File: src/rtl/wb_mux_seq.sv
// wb_mux_seq -- registered Wishbone splitter for the Caravel user area.
//
// Decodes Wishbone cycles into four channels chosen by the top two address
// bits: 00 programmer, 01 pads/soft-reset, 10 debugger, 11 entropy pool.
// A transaction FSM (IDLE -> ISSUE -> [WAIT] -> ACK) latches the request and
// drives every channel output from that request register, not from the live bus.
// Entropy writes are queued in a small circular FIFO. The pool drains it
// through a valid/ready handshake and can back-pressure the bus by leaving
// ready low.
//
// Optional feature macro: WB_MUX_TIMEOUT_EN. When defined, a debugger wait or
// an entropy stall that lasts TIMEOUT cycles is forced to ACK with all-ones
// data. Any entropy push still pending at that point is dropped.
//
// Ports:
//   wb_clk_i, wb_rst_i          clock, synchronous active-high reset
//   wbs_*                       Wishbone slave (stb/cyc/we/adr/dat in, ack/dat out)
//   prog_*                      programmer write strobe, core select, address, data
//   pads_*                      pads write strobe, address bit, data
//   debug_*                     debugger select/address, write/read strobes, data
//   entropy_valid/ready/word    entropy FIFO head and drain handshake
module wb_mux_seq #(
    parameter int LOG_CORES     = 3,
    parameter int PC_WIDTH      = 8,
    parameter int INSTR_WIDTH   = 32,
    parameter int DATA_WIDTH    = 16,
    parameter int IO_PINS       = 16,
    parameter int WB_WIDTH      = 32,
    parameter int READ_LAT      = 1,
    parameter int LOG_ENT_DEPTH = 2,
    parameter int TIMEOUT       = 255
) (
    input  logic                     wb_clk_i,
    input  logic                     wb_rst_i,
    input  logic                     wbs_stb_i,
    input  logic                     wbs_cyc_i,
    input  logic                     wbs_we_i,
    input  logic [WB_WIDTH-1:0]      wbs_adr_i,
    input  logic [WB_WIDTH-1:0]      wbs_dat_i,
    output logic                     wbs_ack_o,
    output logic [WB_WIDTH-1:0]      wbs_dat_o,
    output logic                     prog_we,
    output logic [LOG_CORES-1:0]     prog_sel,
    output logic [PC_WIDTH-1:0]      prog_waddr,
    output logic [INSTR_WIDTH-1:0]   prog_wdata,
    output logic                     pads_we,
    output logic                     pads_waddr,
    output logic [IO_PINS-1:0]       pads_wdata,
    output logic [LOG_CORES-1:0]     debug_sel,
    output logic [4:0]               debug_addr,
    output logic                     debug_we,
    output logic                     debug_re,
    output logic [DATA_WIDTH-1:0]    debug_wdata,
    input  logic [DATA_WIDTH-1:0]    debug_rdata,
    output logic                     entropy_valid,
    input  logic                     entropy_ready,
    output logic [WB_WIDTH-1:0]      entropy_word
);
    localparam int DEPTH = 2 ** LOG_ENT_DEPTH;
    localparam int LW    = $clog2(READ_LAT + 1);

    typedef enum logic [1:0] {S_IDLE, S_ISSUE, S_WAIT, S_ACK} state_e;
    typedef enum logic [1:0] {CH_PROG, CH_PADS, CH_DEBUG, CH_ENT} chan_e;

    state_e                 state_q;
    logic [WB_WIDTH-1:0]    req_adr_q, req_dat_q;
    logic                   req_we_q;
    logic [LW-1:0]          lat_q;
    logic                   ack_q;
    logic [WB_WIDTH-1:0]    dat_q;

    logic [WB_WIDTH-1:0]    fifo_mem [DEPTH];
    logic [LOG_ENT_DEPTH-1:0] wptr_q, rptr_q;
    logic [LOG_ENT_DEPTH:0] count_q, count_d;

    chan_e chan;
    logic  in_issue, in_wait, fifo_full, ent_wr, stall, push, pop, tmo_fire;
    logic  debug_hold;
    logic  unused_req;

    assign chan      = chan_e'(req_adr_q[WB_WIDTH-1 -: 2]);
    assign in_issue  = (state_q == S_ISSUE);
    assign in_wait   = (state_q == S_WAIT);
    // Full comes from the registered count, so a pop in the same cycle
    // does not release a stalled push until the next cycle.
    assign fifo_full = (count_q == (LOG_ENT_DEPTH+1)'(DEPTH));
    assign ent_wr    = in_issue && (chan == CH_ENT) && req_we_q;
    assign stall     = ent_wr && fifo_full;
    assign push      = ent_wr && !fifo_full;
    assign pop       = entropy_valid && entropy_ready;

`ifdef WB_MUX_TIMEOUT_EN
    localparam int TW = $clog2(TIMEOUT + 1);
    logic [TW-1:0] tmo_q;

    assign tmo_fire = (stall || in_wait) && (tmo_q == TW'(TIMEOUT - 1));

    always_ff @(posedge wb_clk_i) begin
        if (wb_rst_i)                          tmo_q <= '0;
        else if ((stall || in_wait) && !tmo_fire) tmo_q <= tmo_q + 1'b1;
        else                                   tmo_q <= '0;
    end
`else
    localparam int unused_timeout = TIMEOUT;
    assign tmo_fire = 1'b0;
`endif

    // NOTE: sequential state is written only with non-blocking assignments,
    // so every always_ff sees the pre-edge value of every other register.
    always_ff @(posedge wb_clk_i) begin
        if (wb_rst_i) begin
            state_q   <= S_IDLE;
            req_adr_q <= '0;
            req_dat_q <= '0;
            req_we_q  <= 1'b0;
            lat_q     <= '0;
            ack_q     <= 1'b0;
            dat_q     <= '0;
        end else begin
            ack_q <= 1'b0;
            case (state_q)
                S_IDLE: begin
                    if (wbs_stb_i && wbs_cyc_i) begin
                        req_adr_q <= wbs_adr_i;
                        req_dat_q <= wbs_dat_i;
                        req_we_q  <= wbs_we_i;
                        state_q   <= S_ISSUE;
                    end
                end
                S_ISSUE: begin
                    if (chan == CH_DEBUG && !req_we_q) begin
                        lat_q   <= LW'(READ_LAT);
                        state_q <= S_WAIT;
                    end else if (stall) begin
                        if (!wbs_cyc_i) begin
                            state_q <= S_IDLE;
                        end else if (tmo_fire) begin
                            dat_q   <= '1;
                            ack_q   <= 1'b1;
                            state_q <= S_ACK;
                        end
                    end else begin
                        dat_q   <= (chan == CH_ENT && !req_we_q) ? WB_WIDTH'(count_q) : '0;
                        ack_q   <= 1'b1;
                        state_q <= S_ACK;
                    end
                end
                S_WAIT: begin
                    if (!wbs_cyc_i) begin
                        state_q <= S_IDLE;
                    end else if (lat_q == LW'(1)) begin
                        // Last wait cycle: debug_rdata is valid now.
                        dat_q   <= WB_WIDTH'(debug_rdata);
                        ack_q   <= 1'b1;
                        state_q <= S_ACK;
                    end else if (tmo_fire) begin
                        dat_q   <= '1;
                        ack_q   <= 1'b1;
                        state_q <= S_ACK;
                    end else begin
                        lat_q <= lat_q - 1'b1;
                    end
                end
                S_ACK: begin
                    dat_q   <= '0;
                    state_q <= S_IDLE;
                end
                default: state_q <= S_IDLE;
            endcase
        end
    end

    // NOTE: count_d gets its default first, so no path through the case
    // leaves it unassigned and no latch is inferred.
    always_comb begin
        count_d = count_q;
        case ({push, pop})
            2'b10:   count_d = count_q + 1'b1;
            2'b01:   count_d = count_q - 1'b1;
            default: ;
        endcase
    end

    always_ff @(posedge wb_clk_i) begin
        if (wb_rst_i) begin
            wptr_q  <= '0;
            rptr_q  <= '0;
            count_q <= '0;
        end else begin
            if (push) wptr_q <= wptr_q + 1'b1;
            if (pop)  rptr_q <= rptr_q + 1'b1;
            count_q <= count_d;
        end
    end

    // NOTE: the FIFO storage is not reset; count_q alone defines which
    // entries are live, and the head word is gated to zero while empty.
    always_ff @(posedge wb_clk_i) begin
        if (push) fifo_mem[wptr_q] <= req_dat_q;
    end

    assign entropy_valid = (count_q != '0);
    assign entropy_word  = entropy_valid ? fifo_mem[rptr_q] : '0;

    assign wbs_ack_o = ack_q;
    assign wbs_dat_o = dat_q;

    assign prog_we    = in_issue && (chan == CH_PROG) && req_we_q;
    assign prog_sel   = prog_we ? req_adr_q[PC_WIDTH +: LOG_CORES] : '0;
    assign prog_waddr = prog_we ? req_adr_q[PC_WIDTH-1:0] : '0;
    assign prog_wdata = prog_we ? req_dat_q[INSTR_WIDTH-1:0] : '0;

    assign pads_we    = in_issue && (chan == CH_PADS) && req_we_q;
    assign pads_waddr = pads_we && req_adr_q[0];
    assign pads_wdata = pads_we ? req_dat_q[IO_PINS-1:0] : '0;

    // The debugger sees its select/address for the whole transaction,
    // including the read-latency wait.
    assign debug_hold  = (in_issue || in_wait) && (chan == CH_DEBUG);
    assign debug_sel   = debug_hold ? req_adr_q[5 +: LOG_CORES] : '0;
    assign debug_addr  = debug_hold ? req_adr_q[4:0] : '0;
    assign debug_we    = in_issue && (chan == CH_DEBUG) && req_we_q;
    assign debug_re    = in_issue && (chan == CH_DEBUG) && !req_we_q;
    assign debug_wdata = debug_we ? req_dat_q[DATA_WIDTH-1:0] : '0;

    // Not every request bit reaches a channel for every parameter set.
    assign unused_req = ^{req_adr_q, req_dat_q};
endmodule

File: config.mk
export PLATFORM = sky130hd
export DESIGN_NAME = wb_mux_seq
export DESIGN_NICKNAME = d
export VERILOG_FILES = /design/src/rtl/wb_mux_seq.sv
export SDC_FILE = /design/constraint.sdc
export NUM_CORES = 1
export LEC_CHECK = 0
export ABC_AREA = 0
export CAP_MARGIN = 40
export CORE_MARGIN = 2
export CORE_UTILIZATION = 54
export CTS_BUF_LIST = sky130_fd_sc_hd__clkbuf_8
export DETAILED_ROUTE_END_ITERATION = 7
export PLACE_DENSITY_LB_ADDON = 0.05
export SLEW_MARGIN = 20
export SYNTH_ARGS = -nofsm -noshare
export SYNTH_HDL_FRONTEND = slang
export SYNTH_SLANG_ARGS = --single-unit
File: constraint.sdc
create_clock -name wb_clk_i -period 7.5 [get_ports wb_clk_i]
set_input_delay 0.75 -clock wb_clk_i [delete_from_list [all_inputs] [get_ports wb_clk_i]]
set_output_delay 0.75 -clock wb_clk_i [all_outputs]
set_load 0.02 [all_outputs]
Word-level counts from Yosys, hierarchy flattened

Memory sizes are Yosys's and may differ from the RTL's. A register that Yosys moved wholly into a read port is not among the register bits.
Index checks and enable logic that the tools add are counted.

Bits in registers: 108
Memory bits (writable): 128
Word-level logic and storage cells: 98
Memories kept: 1

$add $sub $neg: 5
Eq/ne operators: 17
Muxes and demuxes: 35
Reductions and logical operators: 30

Memories:

| memory   | depth | bits a word | rd ports | clocked after Yosys merged registers in | wr ports | line | text |
|---|---|---|---|---|---|---|---|
| fifo_mem | 4     | 32          | 1        | 1                                       | 1        | 72   | `logic [WB_WIDTH-1:0] fifo_mem [DEPTH];` |

Operator list:

| operator              | count |
|---|---|
| $mux W32              | 6 |
| $pmux W32 S3          | 1 |
| $mux W16              | 2 |
| $logic_and A1 B1 Y1   | 17 |
| $mux W2               | 8 |
| $eq A2 B2 Y1 const B  | 5 |
| $ne A2 B2 Y1 const B  | 5 |
| $mux W1               | 9 |
| $mux W3               | 3 |
| $mux W8               | 1 |
| $pmux W2 S4           | 1 |
| $eq A2 B1 Y1 const B  | 3 |
| $pmux W3 S2           | 1 |
| $reduce_and A3 Y1     | 2 |
| $reduce_bool A3 Y1    | 2 |
| $mux W5               | 1 |
| $reduce_and A5 Y1     | 1 |
| $add A2 B1 Y2 const B | 2 |
| $logic_not A2 Y1      | 2 |
| $ne A4 B3 Y1 const B  | 1 |
| $pmux W1 S2           | 2 |
| $reduce_bool A2 Y1    | 2 |
| $add A3 B1 Y3 const B | 1 |
| $eq A3 B3 Y1 const B  | 1 |
| 7 further kinds       | 8 |

Depth between registers and ports, before layout

Depth after elaboration: 7
Mapped depth: 12
Depth with buffers taken out: 11

Worst setup path before layout

Ideal clock, no wire load.

Kind: reg2out
Start point: reg state_q[1]
End point: out prog_wdata[22]
Arrival: 1,779 ps
Required time: 6,750 ps
Slack: 4,971 ps
Stages on the path, launching flop included: 7
Buffers on the path: 1
Cells stage by stage: dfxtp_1 inv_1 ha_1 inv_1 nor4b_2 clkbuf_1 and2_1

Longest elaborated chain between the ends: 4

RTL lines:

| element                          | line | text |
|---|---|---|
| from (decl)                      | 65   | `state_e state_q;` |
| from (signal assigned)           | 112  | `state_q <= S_IDLE;` |
| from (signal assigned)           | 127  | `state_q <= S_ISSUE;` |
| from (signal assigned)           | 133  | `state_q <= S_WAIT;` |
| $eq A2 B1 Y1                     | 82   | `assign in_issue = (state_q == S_ISSUE);` |
| $logic_and A1 B1 Y1 (2 in a row) | 208  | `assign prog_we = in_issue && (chan == CH_PROG) && req_we_q;` |
| net prog_we                      | 42   | `output logic prog_we,` |
| $mux W32                         | 211  | `assign prog_wdata = prog_we ? req_dat_q[INSTR_WIDTH-1:0] : '0;` |
| to (decl)                        | 45   | `output logic [INSTR_WIDTH-1:0] prog_wdata,` |

The timed path passes the listed nets, and every way through them passes these cells.

Worst setup path after layout

Start point: reg state_q[1]
End point: out pads_wdata[1]

Longest elaborated chain between the ends: 4

RTL lines:

| element                          | line | text |
|---|---|---|
| $eq A2 B1 Y1                     | 82   |  |
| $logic_and A1 B1 Y1 (2 in a row) | 213  | `assign pads_we = in_issue && (chan == CH_PADS) && req_we_q;` |
| $mux W16                         | 215  | `assign pads_wdata = pads_we ? req_dat_q[IO_PINS-1:0] : '0;` |
| to (decl)                        | 48   | `output logic [IO_PINS-1:0] pads_wdata,` |

Every way passes these cells.

==> flow_summary.json <==
{
  "die_h_um": 130,
  "nFillCells": 1074,
  "antenna_found_initial": 0,
  "rows": 46,
  "syn_avg_cell_area_um2": 12.6,
  "area_delta_synth_final_pct": 34.3,
  "p_per_area_nw_per_um2": 198,
  "ir_worst_vdd_mv": 0.155,
  "power_mw": 2.28,
  "fin_ws_ns": 3.89,
  "combPwrFrac": 0.072,
  "postCtsSetupBuffers": 0,
  "switchingPower_mw": 0.528,
  "initial_core_util": 0.546,
  "crit_arrival_ns": 2.86,
  "io_pins": 240,
  "final_layout_size_suffix_gt1_frac": 0.114,
  "worstMarginPinSlew_ns": 0.790,
  "status": "completed",
  "hold_slack_ns": 0.459,
  "cts_resized": 0,
  "setup_violations": 0,
  "cap_viol_max_count": 0,
  "place_ws_ns": 4.42,
  "clock_sinks": 203,
  "fin_skew_ns": 0.0187,
  "yosys_warnings": 0,
  "clockBufferDepth": 3,
  "hold_path.class": "reg -> reg",
  "cp-end-kind": "output port",
  "p_int_mw": 1.75,
  "yosysTopAreaCell": "edfxtp_1",
  "fmax_mhz": 277,
  "synthCells": 684,
  "p_leak_nw": 3.94,
  "wl_per_cell_um": 17.5,
  "slew_viol_final": 0,
  "switching_share": 0.232,
  "cp_max_fo": 18,
  "cts_tree": "done",
  "grt_pass1_vias": 6075,
  "grt_max_degree": 75,
  "grt-ovfl-total": 0,
  "drc": 0,
  "dieArea_um2": 16900,
  "path_clk_slew_ns": 0.06,
  "crit_path_start_kind": "flip-flop",
  "clk_latency_ns": 0.55,
  "cts_root_buf": "clkbuf_8",
  "core_um2": 15700,
  "required_ns": 6.75,
  "rsz0062_at_grt": "no",
  "die_x_um": 130,
  "fin_crit_ns": 3.61,
  "grt_usage": 0.234,
  "wl_um": 19800,
  "p_seq_frac": 0.541,
  "synth_top_area_frac": 0.448,
  "ys_seq_area_frac": 0.623,
  "gp_congestion": 0.720,
  "synthTopCellsByArea": "edfxtp_1 (45%), dfxtp_1 (17%), and2_1 (8.9%)",
  "synth_edf_count": 128,
  "viasPerCell": 5.32,
  "async_reset_ff_frac": 0,
  "ys_ff_latch": 203,
  "postCtsHoldBufs": 0,
  "p_clk_frac": 0.387,
  "dp_hpwl_um": 12900,
  "layout.nets": 987,
  "min_period_over_period": 0.481,
  "final-hold-violation-count": 0,
  "drt.antenna.violating_nets": 0,
  "slew_headroom": 0.474,
  "grt_pass1_wl_um": 31000,
  "vias": 6021,
  "port_buffers": 204,
  "drt-pass1-iter-count": 5,
  "h-tree-depth": 1,
  "synth_ff_type": "edfxtp_1",
  "cts_made_buffers": 31,
  "path_class": "reg -> out",
  "ys_types": 44,
  "synth_area_um2": 8580,
  "antennaDiodeCount": 0,
  "drt-initial-drc-count": 283,
  "tns_ns": 0
}
## cell type report
class	count	area (um^2)	share of cell area
flip-flops and latches	203	5350	0.464
multi-input cells	426	2970	0.258
inverters	10	37.5	0.00325
clock inverters	22	123	0.0106
well taps	216	270	0.0234
clock buffers	36	495	0.0430
repair buffers	218	2290	0.198
## worst max-delay path, stage by stage (launching register included)
cell,delay [ns]
dfxtp_1,0.33
inv_1,0.12
ha_1,0.27
and4b_1,0.70
and2_1,0.23
clkdlybuf4s50_1,0.65
## synth_stat cells, types with 2 or more instances
cell type and n:
a21oi_1 70, a311oi_1 5, a32oi_1 3, and2_1 122, and3_1 2, buf_1 6
buf_2 11, buf_4 16, clkbuf_1 26, dfxtp_1 75, edfxtp_1 128, ha_1 10
inv_1 9, mux4_2 32, nand2_1 94, nand2b_1 2, nand3_1 5, nand4_1 13
nor2_1 10, nor3b_2 2, o21ai_0 7, o21ai_1 10, or3_1 2, xnor2_1 2
xor2_1 3
## layout by cell type (no fill, tap or decap), drive strengths merged, types with 2 or more instances in the layout
master,instances
clkinv,12
clkdlybuf4s50,203
conb,16
buf,15
xor2,3
dfxtp,75
mux4,32
a21oi,70
clkbuf,36
or3,2
a32oi,3
nand2,94
nand3,5
edfxtp,128
nor2,10
a311oi,5
and2,122
xnor2,2
inv,19
nand2b,2
ha,10
o21ai,17
and3,2
nand4,13
nor3b,2
## metal layers
metal | vias up | wire length (um) | track usage
li1 | 2822 | - | -
met5 | - | 0 | 0
met3 | 20 | 1670 | 0.0566
met1 | 2952 | 7940 | 0.290
met2 | 227 | 10000 | 0.418
met4 | 0 | 231 | 0.0512
## final timing paths
path / from / endpoint / slack, ns / cells past startpoint
hold / removal: req_adr_q[10] / req_adr_q[10] / 0.46 / 2
hold reg to reg: req_adr_q[10] / req_adr_q[10] / 0.46 / 2
setup reg to reg: state_q[1] / count_q[2] / 4.77 / 11
setup / recovery: state_q[1] / pads_wdata[1] / 3.89 / 5
## sequential cells by signal, indices dropped and copies added, names as in the netlist, named ones only
signal,flops
req_we_q,1
state_q,2
lat_q,1
req_adr_q,13
wbs_dat_o,16
fifo_mem,128
rptr_q,2
wptr_q,2
req_dat_q,32
count_q,3
wbs_ack_o,1
## cells by family (layout without fill, tap and decap cells)
group	Yosys count	in the layout	synth area share
flip-flops	203	203	0.623
multiplexers	33	33	0.0851
XOR/XNOR	5	5	0.00510
adder cells (fa/ha/maj)	11	11	0.0169
other	1	16	0.000437
buffers and inverters	70	286	0.0401
AND/OR/NAND/NOR	260	260	0.164
AO/OA/AOI/OAI	101	101	0.0660
## metrics by stage
step           cells   util  area, um^2
2_1_floorplan    699      -        8640
3_3_place_gp    1063  0.681       10700
3_5_place_dp    1072  0.693       10900
4_1_cts         1130  0.732       11500
5_1_grt         1131  0.734       11500
6_report        1131  0.734       11500
## power groups by stage
stage / Combinational, mW / Clock (mW) / Sequential (mW)
3_3_place_gp: 0.151 / 0 / 1.25
4_1_cts: 0.162 / 0.899 / 1.23
6_report: 0.164 / 0.883 / 1.23
5_1_grt: 0.179 / 0.955 / 1.24
2_1_floorplan: 0.0922 / 0 / 1.25
3_5_place_dp: 0.161 / 0 / 1.26
No activity file was read; power rests on OpenSTA's default activity.
